===== src/rtl/alu_pkg.sv =====
// Shared types and constants for the sequential WISC ALU (alu_seq).
package alu_pkg;

  localparam int unsigned LANE_W = 4;
  localparam int unsigned BYTE_W = 8;
  localparam int unsigned FLAG_W = 3;
  localparam int unsigned Z_IDX  = 2;
  localparam int unsigned V_IDX  = 1;
  localparam int unsigned N_IDX  = 0;

  typedef enum logic [2:0] {
    OP_ADD    = 3'd0,
    OP_SUB    = 3'd1,
    OP_PADDSB = 3'd2,
    OP_RED    = 3'd3,
    OP_XOR    = 3'd4,
    OP_SLL    = 3'd5,
    OP_SRA    = 3'd6,
    OP_ROR    = 3'd7
  } alu_op_e;

  typedef enum logic [1:0] {
    S_IDLE  = 2'd0,
    S_SHIFT = 2'd1,
    S_DONE  = 2'd2
  } alu_state_e;

  function automatic logic is_shift(input alu_op_e op);
    return (op == OP_SLL) || (op == OP_SRA) || (op == OP_ROR);
  endfunction

endpackage


===== src/rtl/alu_seq_shift_unit.sv =====
// Shift datapath for alu_seq: single-cycle barrel shifter by default, or a
// one-position step (applied while amt is non-zero) when ALU_ITER_SHIFT_EN is defined.
module alu_shift_unit
  import alu_pkg::*;
#(
  parameter int unsigned WIDTH = 16,
  parameter int unsigned SHW   = $clog2(WIDTH)
) (
  input  logic [2:0]       op,
  input  logic [WIDTH-1:0] din,
  input  logic [SHW-1:0]   amt,
  output logic [WIDTH-1:0] dout
);

`ifdef ALU_ITER_SHIFT_EN
  // A zero count means nothing left to do, so the value passes through.
  always_comb begin
    dout = din;
    if (amt != '0) begin
      case (op)
        OP_SLL:  dout = {din[WIDTH-2:0], 1'b0};
        OP_SRA:  dout = {din[WIDTH-1], din[WIDTH-1:1]};
        OP_ROR:  dout = {din[0], din[WIDTH-1:1]};
        default: dout = din;
      endcase
    end
  end
`else
  always_comb begin
    dout = din;
    case (op)
      OP_SLL:  dout = din << amt;
      OP_SRA:  dout = WIDTH'($signed(din) >>> amt);
      OP_ROR:  dout = WIDTH'({din, din} >> amt);
      default: dout = din;
    endcase
  end
`endif

endmodule


===== src/rtl/alu_seq.sv =====
// Handshaked, registered WIDTH-bit ALU with saturating arithmetic and Z/V/N flags.
// Define ALU_ITER_SHIFT_EN to run shifts one position per cycle in the SHIFT state.
module alu_seq
  import alu_pkg::*;
#(
  parameter  int unsigned WIDTH = 16,
  localparam int unsigned SHW   = $clog2(WIDTH)
) (
  input  logic             clk,
  input  logic             rst_n,
  input  logic             in_valid,
  output logic             in_ready,
  input  logic [WIDTH-1:0] rs,
  input  logic [WIDTH-1:0] rt,
  input  logic [2:0]       control,
  output logic             out_valid,
  input  logic             out_ready,
  output logic [WIDTH-1:0] rd,
  output logic [2:0]       flags,
  output logic             busy
);

  localparam int unsigned N_LANES = WIDTH / LANE_W;
  localparam int unsigned N_BYTES = WIDTH / BYTE_W;
  localparam logic [WIDTH-1:0]  SAT_MAX  = {1'b0, {(WIDTH-1){1'b1}}};
  localparam logic [WIDTH-1:0]  SAT_MIN  = {1'b1, {(WIDTH-1){1'b0}}};
  localparam logic [LANE_W-1:0] LANE_MAX = {1'b0, {(LANE_W-1){1'b1}}};
  localparam logic [LANE_W-1:0] LANE_MIN = {1'b1, {(LANE_W-1){1'b0}}};

  alu_state_e        state_q, state_d;
  logic [WIDTH-1:0]  rd_q, rd_d;
  logic [FLAG_W-1:0] flags_q, flags_d;
  logic              out_valid_q, out_valid_d;

  alu_op_e           op_c;
  logic [SHW-1:0]    amt_c;
  logic [WIDTH-1:0]  res_c;
  logic              v_c, n_c;
  logic              accept_c;
  logic              start_shift_c;
  logic              shift_last_c;
  alu_op_e           shift_op_c;
  logic [WIDTH-1:0]  shift_in_c, shift_out_c;
  logic [SHW-1:0]    shift_amt_c;

  assign op_c      = alu_op_e'(control);
  assign amt_c     = rt[SHW-1:0];
  assign in_ready  = (state_q == S_IDLE) || ((state_q == S_DONE) && out_ready);
  assign accept_c  = in_valid && in_ready;
  assign out_valid = out_valid_q;
  assign rd        = rd_q;
  assign flags     = flags_q;

  alu_shift_unit #(.WIDTH(WIDTH), .SHW(SHW)) u_shift (
    .op   (shift_op_c),
    .din  (shift_in_c),
    .amt  (shift_amt_c),
    .dout (shift_out_c)
  );

`ifdef ALU_ITER_SHIFT_EN
  logic [WIDTH-1:0] acc_q, acc_d;
  logic [SHW-1:0]   cnt_q, cnt_d;
  alu_op_e          op_q, op_d;
  logic             busy_q, busy_d;

  assign start_shift_c = is_shift(op_c) && (amt_c != '0);
  assign shift_last_c  = (cnt_q == SHW'(1));
  assign shift_op_c    = op_q;
  assign shift_in_c    = acc_q;
  assign shift_amt_c   = cnt_q;
  assign busy          = busy_q;

  // Working value and remaining count for the shift in flight.
  always_comb begin
    acc_d = acc_q;
    cnt_d = cnt_q;
    op_d  = op_q;
    if (accept_c && start_shift_c) begin
      acc_d = rs;
      cnt_d = amt_c;
      op_d  = op_c;
    end else if (state_q == S_SHIFT) begin
      acc_d = shift_out_c;
      cnt_d = cnt_q - SHW'(1);
    end
    busy_d = (state_d == S_SHIFT);
  end

  always_ff @(posedge clk) begin
    if (!rst_n) begin
      acc_q  <= '0;
      cnt_q  <= '0;
      op_q   <= OP_ADD;
      busy_q <= 1'b0;
    end else begin
      acc_q  <= acc_d;
      cnt_q  <= cnt_d;
      op_q   <= op_d;
      busy_q <= busy_d;
    end
  end
`else
  assign start_shift_c = 1'b0;
  assign shift_last_c  = 1'b1;
  assign shift_op_c    = op_c;
  assign shift_in_c    = rs;
  assign shift_amt_c   = amt_c;
  assign busy          = 1'b0;
`endif

  // Single-cycle result for the offered operands.
  always_comb begin
    logic [WIDTH:0]    sum;
    logic [LANE_W:0]   lane;
    logic [WIDTH-1:0]  red;
    sum   = '0;
    lane  = '0;
    red   = '0;
    res_c = '0;
    v_c   = 1'b0;
    n_c   = 1'b0;
    if (op_c == OP_SUB) sum = {rs[WIDTH-1], rs} - {rt[WIDTH-1], rt};
    else                sum = {rs[WIDTH-1], rs} + {rt[WIDTH-1], rt};
    case (op_c)
      OP_ADD, OP_SUB: begin
        if (sum[WIDTH] != sum[WIDTH-1]) begin
          v_c   = 1'b1;
          res_c = sum[WIDTH] ? SAT_MIN : SAT_MAX;
        end else begin
          res_c = sum[WIDTH-1:0];
        end
        n_c = res_c[WIDTH-1];
      end
      OP_PADDSB: begin
        for (int unsigned i = 0; i < N_LANES; i++) begin
          lane = {rs[i*LANE_W + LANE_W - 1], rs[i*LANE_W +: LANE_W]}
               + {rt[i*LANE_W + LANE_W - 1], rt[i*LANE_W +: LANE_W]};
          if (lane[LANE_W] != lane[LANE_W-1])
            res_c[i*LANE_W +: LANE_W] = lane[LANE_W] ? LANE_MIN : LANE_MAX;
          else
            res_c[i*LANE_W +: LANE_W] = lane[LANE_W-1:0];
        end
      end
      OP_RED: begin
        for (int unsigned i = 0; i < N_BYTES; i++) begin
          red = red + WIDTH'($signed(rs[i*BYTE_W +: BYTE_W]))
                    + WIDTH'($signed(rt[i*BYTE_W +: BYTE_W]));
        end
        res_c = red;
      end
      OP_XOR: res_c = rs ^ rt;
`ifdef ALU_ITER_SHIFT_EN
      default: res_c = rs;
`else
      default: res_c = shift_out_c;
`endif
    endcase
  end

  // Next state, result and flags.
  always_comb begin
    state_d = state_q;
    rd_d    = rd_q;
    flags_d = flags_q;
    if ((state_q == S_DONE) && out_ready) state_d = S_IDLE;
    if ((state_q == S_SHIFT) && shift_last_c) begin
      state_d        = S_DONE;
      rd_d           = shift_out_c;
      flags_d[Z_IDX] = (shift_out_c == '0);
    end
    if (accept_c) begin
      if (start_shift_c) begin
        state_d = S_SHIFT;
      end else begin
        state_d        = S_DONE;
        rd_d           = res_c;
        flags_d[Z_IDX] = (res_c == '0);
        if ((op_c == OP_ADD) || (op_c == OP_SUB)) begin
          flags_d[V_IDX] = v_c;
          flags_d[N_IDX] = n_c;
        end
      end
    end
    out_valid_d = (state_d == S_DONE);
  end

  always_ff @(posedge clk) begin
    if (!rst_n) begin
      state_q     <= S_IDLE;
      rd_q        <= '0;
      flags_q     <= '0;
      out_valid_q <= 1'b0;
    end else begin
      state_q     <= state_d;
      rd_q        <= rd_d;
      flags_q     <= flags_d;
      out_valid_q <= out_valid_d;
    end
  end

endmodule


===== config.mk =====
export PLATFORM = sky130hd
export DESIGN_NAME = alu_seq
export DESIGN_NICKNAME = d
export VERILOG_FILES = /design/src/rtl/alu_pkg.sv /design/src/rtl/alu_seq_shift_unit.sv /design/src/rtl/alu_seq.sv
export SDC_FILE = /design/constraint.sdc
export NUM_CORES = 1
export LEC_CHECK = 0
export ABC_AREA = 1
export CAP_MARGIN = 10
export CORE_MARGIN = 10
export CORE_UTILIZATION = 45
export CTS_CLUSTER_SIZE = 28
export DETAILED_ROUTE_END_ITERATION = 12
export MAX_ROUTING_LAYER = met4
export PLACE_DENSITY = 0.65
export SYNTH_ARGS = -nofsm -noshare
export SYNTH_HDL_FRONTEND = slang
export SYNTH_SLANG_ARGS = --single-unit
export TNS_END_PERCENT = 100

===== constraint.sdc =====
create_clock -name clk -period 7.3 [get_ports clk]
set_clock_uncertainty 0.05 [all_clocks]
set_input_delay 1.46 -clock clk [delete_from_list [all_inputs] [get_ports clk]]
set_output_delay 1.46 -clock clk [all_outputs]
set_load 0.01 [all_outputs]

==> flow_summary.toml, run 1 <==
[outcome]
outcome = "finished clean"

[clock_tree]
cts_setup_buffers = 0
clkSlewWorstSetupHoldPaths_ns = 0.06
cts_tree = "yes"
cts_hold_buffers = 0
htree_levels = 1
clockBufferDepth = 2
cts_buffers = 3
clock_sinks = 22
root_buffer = "clkbuf_16"
post_cts_resized = 0
insertion_delay_ns = 0.25

[power_and_ir_drop]
powerDensity_nw_per_um2 = 137
p_total_w = 0.000972
ir_worst_vdd_mv = 0.101
p_int_w = 0.000458
power_frac_seq_pct = 14.2
p_switching_w = 0.000514
clkPwrFrac_pct = 11.8
leakagePower_nw = 3.70
pwr-share-comb_pct = 74.0
p_sw_share_pct = 52.9

[floorplan]
num_rows = 43
dieArea_sq_um = 19100
die_h_um = 138
die_w_um = 138
core_sq_um = 13800
initial_utilization_pct = 45.6
pin_count = 61

[sta]
finalCritPeriodShare_pct = 88.0
period_minus_slack_ns = 6.42
hold_violations = 0
slew_viol_final = 0
maxSlewHeadroom_pct = 42.5
rsz0062_at_grt = "false"
setup_viol = 0
worst_pin_slew_ns = 0.861
fin_setup_tns_ns = 0
setup_slack_ns = 0.877
fmax_mhz = 156

[drt]
dr.pass1.iters = 5
vias = 7714
drc = 0
wl_per_cell_um = 18.5
ant_nets = 0
vias_per_cell = 5.68
drt_iter0_markers = 818
wl_mm = 25.2

[finish]
fillers = 1587
drive_above_1_share_pct = 3.39
areaGrowthSynthToFinish_pct = 12.7
nNetsFinal = 1294
antenna_cells = 0
fin_cells = 1359
final_util_pct = 51.4

[yosys]
synth_area_sq_um = 6280
yosys.area_share.simple_pct = 45.7
avgSynthCellArea_sq_um = 5.52
synth-xor-area-share_pct = 2.79
synth_mux_area_share_pct = 0
netlist_instances = 1139
yosysWarnings = 0
synth_top_cell_area_share_pct = 19.2
synth_seq_area_share_pct = 7.01
synthTopCellsByArea = "nand2_1 19%, nand3_1 14%, ha_1 10%"
synth-seq-cells = 22
synth.largest_area_cell = "nand2_1"
post_synth_fa_ha_maj_area_fraction_pct = 17.4
synth_compound_area_share_pct = 15.4
synth_top_family_by_area = "simple AND/OR/NAND/NOR gates"
synth_fp_nets = 1252
synth_cell_types = 41

[critical_path]
critPathCapture = "flags[2]$_SDFFE_PN0P_"
r2r_start = "state_q[1]$_SDFF_PN0_"
end_kind = "flop"
path_max_fanout = 16
critPathSlowestCell = "ha_1"
worstSetupPathType = "primary input to flop"
critPathLaunchType = "primary input"
required_ns = 7.44
r2r_setup_slack_ns = 4.40
cpPeakStageDelay_ns = 0.62
reg2reg_depth = 9
crit_arrival_ns = 6.56
cp_common_cell = "nand2_1"
cp-startpoint = "control[2]"
reg2reg_to = "rd[2]$_SDFFE_PN0P_"

[placed_design]
dp_hpwl_mm = 20.7
place_inst = 1356
portBuffers = 59
place_ws_ns = 0.719
place_congestion = 1.12

[worst_hold_path]
hp-class = "flop to flop"

[global_routing]
grt_pass1_wl_mm = 40.0
grt_pass1_vias = 7489
grt_max_degree = 36
grt-ovfl-total = 0
antenna_found_initial = 0
track_usage_pct = 25.9

[flow_run]
max-cap-violations = 0
## worst min path at each step
| stage | cells past startpoint | to | start |
|---|---|---|---|
| finish | 2 | state_q[0]$_SDFF_PN0_ | state_q[1]$_SDFF_PN0_ |
| global route | 2 | rd[2]$_SDFFE_PN0P_ | rd[2]$_SDFFE_PN0P_ |
| CTS | 2 | state_q[0]$_SDFF_PN0_ | state_q[1]$_SDFF_PN0_ |
| detailed placement | 2 | state_q[0]$_SDFF_PN0_ | state_q[1]$_SDFF_PN0_ |
| global placement | 2 | state_q[0]$_SDFF_PN0_ | state_q[1]$_SDFF_PN0_ |
| floorplan | 2 | state_q[0]$_SDFF_PN0_ | state_q[1]$_SDFF_PN0_ |
## logic make-up (layout without fill, tap and decap cells)
kind of cell,count (synthesis),count (layout)
compound gates,179,179
buf+inv,183,223
simple gates,660,660
xor+xnor,20,20
fa+ha+maj,74,74
flops,22,22
other cells,1,1
## power groups by stage
stage / clock (W) / combinational (W) / sequential [W]
final: 0.000114 / 0.000719 / 0.000138
after CTS: 0.000115 / 0.000708 / 0.000138
after global routing: 0.000122 / 0.000798 / 0.000139
after detailed placement: 0 / 0.000704 / 0.000141
after floorplan: 0 / 0.000481 / 0.000145
after global placement: 0 / 0.000705 / 0.000141
## area by class of cell
type	instances	area, sq um	area share, %
inverter	150	563	7.95
clock buffer	3	75.1	1.06
multi-input combinational	934	5110	72.1
sequential	22	440	6.22
tap	180	225	3.18
timing repair buffer	70	673	9.50
## cells in the final DEF, fill, tap and decap left out, drive strengths merged, types with 4 or more instances in the layout
cell           netlist  final
o211ai               4      4
a22oi                6      6
o21bai               5      5
o21ai               69     69
or2                  5      5
nand3b               8      8
nand3              177    177
xor2                18     18
and2                 6      6
nand4               12     12
nand2              331    331
clkdlybuf4s50        0     59
dfxtp               22     22
ha                  52     52
buf                 18     11
nor3                 9      9
a21oi               83     83
nor2               110    110
fa                  22     22
inv                147    147
## per-stage QoR
| stage | instance area, sq um | hold WS, ns |
|---|---|---|
| final | 7090 | 0.419 |
| after global routing | 7090 | 0.453 |
| after CTS | 7090 | 0.418 |
| after detailed placement | 7010 | 0.411 |
| after global placement | 7010 | 0.408 |
| after floorplan | 6280 | 0.386 |
## sequential cells by signal, indices dropped and copies added, names as in the netlist
| name | count |
|---|---|
| rd | 16 |
| flags | 3 |
| state_q | 2 |
| out_valid | 1 |
## metal layers
layer | wire [um] | vias up | global-route usage [%]
met5 | 0 | - | -
met4 | 750 | 0 | 8.16
met3 | 1610 | 55 | 1.54
met2 | 12000 | 321 | 43.3
met1 | 10800 | 3539 | 32.6
li1 | - | 3799 | -
## cell usage after synthesis, drive strengths merged
library cell and count:
nand2 331, nand3 177, inv 147, nor2 110
a21oi 83, o21ai 69, ha 52, dfxtp 22
fa 22, buf 18, xor2 18, clkbuf 15
nand4 12, nor3 9, nand3b 8, a22oi 6
and2 6, o21bai 5, or2 5, o211ai 4
a21o 3, a221oi 3, clkinv 3, o21a 3
xnor2 2, a2bb2oi 1, and3 1, conb 1
nor3b 1, o22ai 1, o31ai 1
## worst max-delay path: cells and delay by family
| kind | cells | cell delay, ns |
|---|---|---|
| XOR/XNOR | 1 | 0.19 |
| adder cells (fa/ha/maj) | 2 | 0.98 |
| AND/OR/NAND/NOR | 17 | 2.08 |
| AO/OA/AOI/OAI | 4 | 0.57 |
| buffers and inverters | 7 | 1.27 |
Power figures use the tool's default switching activity.
==> run 2: changes to the inputs <==
Settings changed: CORE_UTILIZATION 45 to 40, PLACE_DENSITY 0.65 to unset.
==> run 2 against run 1 <==
Net effect: clock power about the same; power up 0.35%; sequential share of layout area about the same; first-iteration DRC count fell by 0.98%; worst hold slack worse by 0.0045 ns; routed wire length rose by 1.2%; non-clock buffer count fell by 1; count of clock-buffer cells in the layout unchanged; global-route usage fell by 2.0 points; critical endpoint unchanged; largest cell class unchanged; largest power group unchanged; highest routed layer unchanged.
==> flow_summary.toml, run 2 (same netlist as run 1, synthesis figures left out) <==
[outcome]
outcome = "finished clean"

[critical_path]
required_ns = 7.44
crit_arrival_ns = 6.71
path_max_fanout = 16
end_kind = "flop"
worstSetupPathType = "primary input to flop"
critPathSlowestCell = "ha_1"
cp_common_cell = "nand2_1"
cpPeakStageDelay_ns = 0.68
critPathLaunchType = "primary input"

[sta]
rsz0062_at_grt = "false"
worst_pin_slew_ns = 0.952
slew_viol_final = 0
maxSlewHeadroom_pct = 36.2
setup_viol = 0
period_minus_slack_ns = 6.57
fin_setup_tns_ns = 0
fmax_mhz = 152
finalCritPeriodShare_pct = 90.0
hold_violations = 0

[floorplan]
core_sq_um = 15300
dieArea_sq_um = 21100
die_w_um = 145
die_h_um = 145
pin_count = 61
num_rows = 45
initial_utilization_pct = 41.0

[global_routing]
grt-ovfl-total = 0
antenna_found_initial = 0
track_usage_pct = 23.9
grt_pass1_wl_mm = 39.8
grt_pass1_vias = 7164
grt_max_degree = 36

[power_and_ir_drop]
powerDensity_nw_per_um2 = 137
p_total_w = 0.000975
leakagePower_nw = 3.70
ir_worst_vdd_mv = 0.0845

[finish]
mostFrequentLayoutCells = "322 x nand2_1, 174 x nand3_1, 143 x inv_1, 107 x nor2_1, 83 x a21oi_1"
areaGrowthSynthToFinish_pct = 13.3
final_common_cell = "nand2_1"
drive_above_1_share_pct = 3.40
nNetsFinal = 1293
antenna_cells = 0
largest_register_ffs = 16

[drt]
drt_iter0_markers = 810
vias_per_cell = 5.51
ant_nets = 0
dr.pass1.iters = 6
drc = 0
vias = 7656
wl_per_cell_um = 18.4
wl_mm = 25.5

[flow_run]
max-cap-violations = 0

[clock_tree]
cts_tree = "yes"
post_cts_resized = 0
cts_buffers = 3
cts_setup_buffers = 0
clkSlewWorstSetupHoldPaths_ns = 0.06
htree_levels = 1
clockBufferDepth = 2
cts_hold_buffers = 0
root_buffer = "clkbuf_16"
insertion_delay_ns = 0.26
clock_sinks = 22

[worst_hold_path]
hp-class = "flop to flop"

[placed_design]
portBuffers = 59
dp_hpwl_mm = 21.0
place_congestion = 0.978
run 2: changes by cell type in the layout (fill, tap and decap cells not counted):
cell / before / now
buf_4: 11 / 10
nor3_2: 3 / 4
nor3_1: 6 / 5
run 2: path summary, 6_finish.rpt:
check | from | to | slack (ns) | cells past startpoint
max | control[2] | flags[2]$_SDFFE_PN0P_ | 0.73 | 29
max reg2reg | state_q[1]$_SDFF_PN0_ | rd[2]$_SDFFE_PN0P_ | 4.64 | 9
min reg2reg | state_q[1]$_SDFF_PN0_ | state_q[0]$_SDFF_PN0_ | 0.41 | 2
min | state_q[1]$_SDFF_PN0_ | state_q[0]$_SDFF_PN0_ | 0.41 | 2
run 2: layout make-up:
type                            instances  area [sq um]
Fill cell                            1732          8190
Tap cell                              211           264
Sequential cell                        22           440
Inverter                              150           563
Clock buffer                            3          75.1
Multi-Input combinational cell        934          5110
Timing Repair Buffer                   69           666
run 2: metrics by stage:
| step | hold slack (ns) | std cells | setup slack (ns) | util (%) | area (sq um) |
|---|---|---|---|---|---|
| finish | 0.415 | 1389 | 0.730 | 46.5 | 7120 |
| detailed placement | 0.405 | 1386 | 0.569 | 46.0 | 7050 |
| global route | 0.453 | 1389 | 0.331 | 46.5 | 7120 |
| floorplan | 0.386 | 1139 | 1.71 | - | 6280 |
| global placement | 0.407 | 1386 | 0.536 | 46.0 | 7050 |
| CTS | 0.413 | 1389 | 0.822 | 46.5 | 7120 |
run 2: layer usage:
metal  GRT usage, %  vias up  wire length [um]
li1               -     3805                 -
met1           30.7     3468             11100
met2           38.6      323             11800
met3           2.36       60              1780
met4           7.68        0               853
met5              -        -                 0
run 2: power by group:
part           internal [W]  switching (W)  leakage, nW  total [W]
clock network     0.0000724      0.0000422       0.0370   0.000115
registers          0.000132     0.00000617        0.181   0.000138
logic              0.000254       0.000469         3.48   0.000723
run 2: worst max-delay path: cells and delay by family:
family / cells / cell delay (ns)
compound gates: 3 / 0.66
xor+xnor: 1 / 0.19
simple gates: 17 / 2.17
fa+ha+maj: 2 / 1.04
buf+inv: 6 / 1.18
==> run 3: changes to the inputs <==
Settings changed: DONT_BUFFER_PORTS set to 1, SETUP_SLACK_MARGIN set to 0.15.
==> run 3 against run 2 <==
Net effect: largest cell class unchanged; count of clock-buffer cells in the layout rose by 1; routed wire length fell by 1.8%; design area fell by 8.7%; non-clock buffer count fell by 64; utilization fell by 4.0 points; via count fell by 2.9%; critical endpoint unchanged; power fell by 7.3%; sequential share of layout area rose by 0.59 points.
==> flow_summary.toml, run 3 (same netlist as run 1, synthesis figures left out) <==
[drt]
vias = 7437
drt_iter0_markers = 918
vias_per_cell = 5.61
dr.pass1.iters = 5
ant_nets = 0
wl_per_cell_um = 18.9
drc = 0
wl_mm = 25.1

[clock_tree]
clockBufferDepth = 2
clock_sinks = 22
cts_hold_buffers = 0
cts_tree = "yes"
cts_setup_buffers = 0
root_buffer = "clkbuf_16"
post_cts_resized = 0
insertion_delay_ns = 0.25
cts_buffers = 3
htree_levels = 1
clkSlewWorstSetupHoldPaths_ns = 0.06

[sta]
fin_setup_tns_ns = 0
setup_viol = 0
hold_violations = 0
fmax_mhz = 167
slew_viol_final = 0
maxSlewHeadroom_pct = 50.3
worst_pin_slew_ns = 0.744
period_minus_slack_ns = 5.97
finalCritPeriodShare_pct = 81.8
rsz0062_at_grt = "false"

[power_and_ir_drop]
clkPwrFrac_pct = 13.9
p_switching_w = 0.000472
pwr-share-comb_pct = 70.0
power_frac_seq_pct = 16.1
ir_worst_vdd_mv = 0.0893
p_sw_share_pct = 52.2
leakagePower_nw = 3.46
p_int_w = 0.000432
powerDensity_nw_per_um2 = 139

[finish]
drive_above_1_share_pct = 3.14
antenna_cells = 0
fillers = 1794
largest_register_ffs = 16
final_util_pct = 42.5
areaGrowthSynthToFinish_pct = 3.46
final_common_cell = "nand2_1"
mostFrequentLayoutCells = "322 x nand2_1, 174 x nand3_1, 143 x inv_1, 107 x nor2_1, 83 x a21oi_1"
regArea_sq_um = 440
nNetsFinal = 1229
multi_input_area_sq_um = 5110

[outcome]
outcome = "finished clean"

[floorplan]
num_rows = 45
initial_utilization_pct = 41.0
die_h_um = 145
dieArea_sq_um = 21100
die_w_um = 145
pin_count = 61
core_sq_um = 15300

[worst_hold_path]
hp-class = "flop to flop"

[critical_path]
cp_num_buf_inv = 4
cpPeakStageDelay_ns = 0.58
end_kind = "flop"
critPathLaunchType = "primary input"
cp_common_cell = "nand2_1"
required_ns = 7.43
worstSetupPathType = "primary input to flop"
path_max_fanout = 26
crit_arrival_ns = 6.11
crit_family = "simple AND/OR/NAND/NOR gates"
critPathSlowestCell = "ha_1"

[global_routing]
grt_pass1_wl_mm = 38.8
grt-ovfl-total = 0
antenna_found_initial = 0
track_usage_pct = 23.3
grt_max_degree = 37
grt_pass1_vias = 7148

[placed_design]
dp_hpwl_mm = 20.9
place_congestion = 1.03
portBuffers = 0

[flow_run]
max-cap-violations = 0
[run 3: cell types whose count changed in the layout (fill, tap and decap cells not counted), sizes merged]
cell           previous run  this run
buf                      10         5
clkbuf                    3         4
clkdlybuf4s50            59         0
[run 3: layer usage]
layer / global-route usage, % / vias to the layer above / share of wire [%]
li1: - / 3686 / -
met1: 26.7 / 3361 / 40
met5: - / - / 0
met4: 8.90 / 0 / 4.5
met3: 5.59 / 76 / 9.6
met2: 38.5 / 314 / 46
[run 3: cell type report]
| cell class | instances | share of cell area (%) |
|---|---|---|
| multi-input combinational | 934 | 78.6 |
| inverter | 150 | 8.66 |
| sequential | 22 | 6.77 |
| tap | 211 | 4.06 |
| clock buffer | 4 | 1.37 |
| timing repair buffer | 5 | 0.577 |
[run 3: per-stage QoR]
stage	power (W)	std cells	hold slack, ns	setup WS [ns]	instance area, sq um
floorplan	0.000626	1139	0.386	1.71	6280
global placement	0.000773	1322	0.400	1.28	6410
detailed placement	0.000771	1322	0.401	1.16	6410
CTS	0.000900	1326	0.410	1.39	6500
global route	0.000998	1326	0.438	0.874	6500
finish	0.000905	1326	0.412	1.33	6500
[run 3: power by group through the flow]
stage / Clock, W / Combinational [W] / Sequential [W]
3_5_place_dp: 0 / 0.000622 / 0.000149
2_1_floorplan: 0 / 0.000481 / 0.000145
4_1_cts: 0.000127 / 0.000626 / 0.000147
6_report: 0.000126 / 0.000633 / 0.000146
3_3_place_gp: 0 / 0.000623 / 0.000149
5_1_grt: 0.000134 / 0.000717 / 0.000147
[run 3: final timing paths]
| check | cells after the start | slack [ns] | end | from |
|---|---|---|---|---|
| setup / recovery | 32 | 1.33 | flags[2]$_SDFFE_PN0P_ | rt[0] |
| hold reg to reg | 2 | 0.41 | state_q[0]$_SDFF_PN0_ | state_q[1]$_SDFF_PN0_ |
| setup reg to reg | 9 | 4.57 | rd[2]$_SDFFE_PN0P_ | state_q[1]$_SDFF_PN0_ |
| hold / removal | 2 | 0.41 | state_q[0]$_SDFF_PN0_ | state_q[1]$_SDFF_PN0_ |
[run 3: tightest hold or removal path: cells and delay by family, from the launching register on]
| kind | cells | cell delay, ns |
|---|---|---|
| flip-flops | 1 | 0.33 |
| AND/OR/NAND/NOR | 2 | 0.09 |
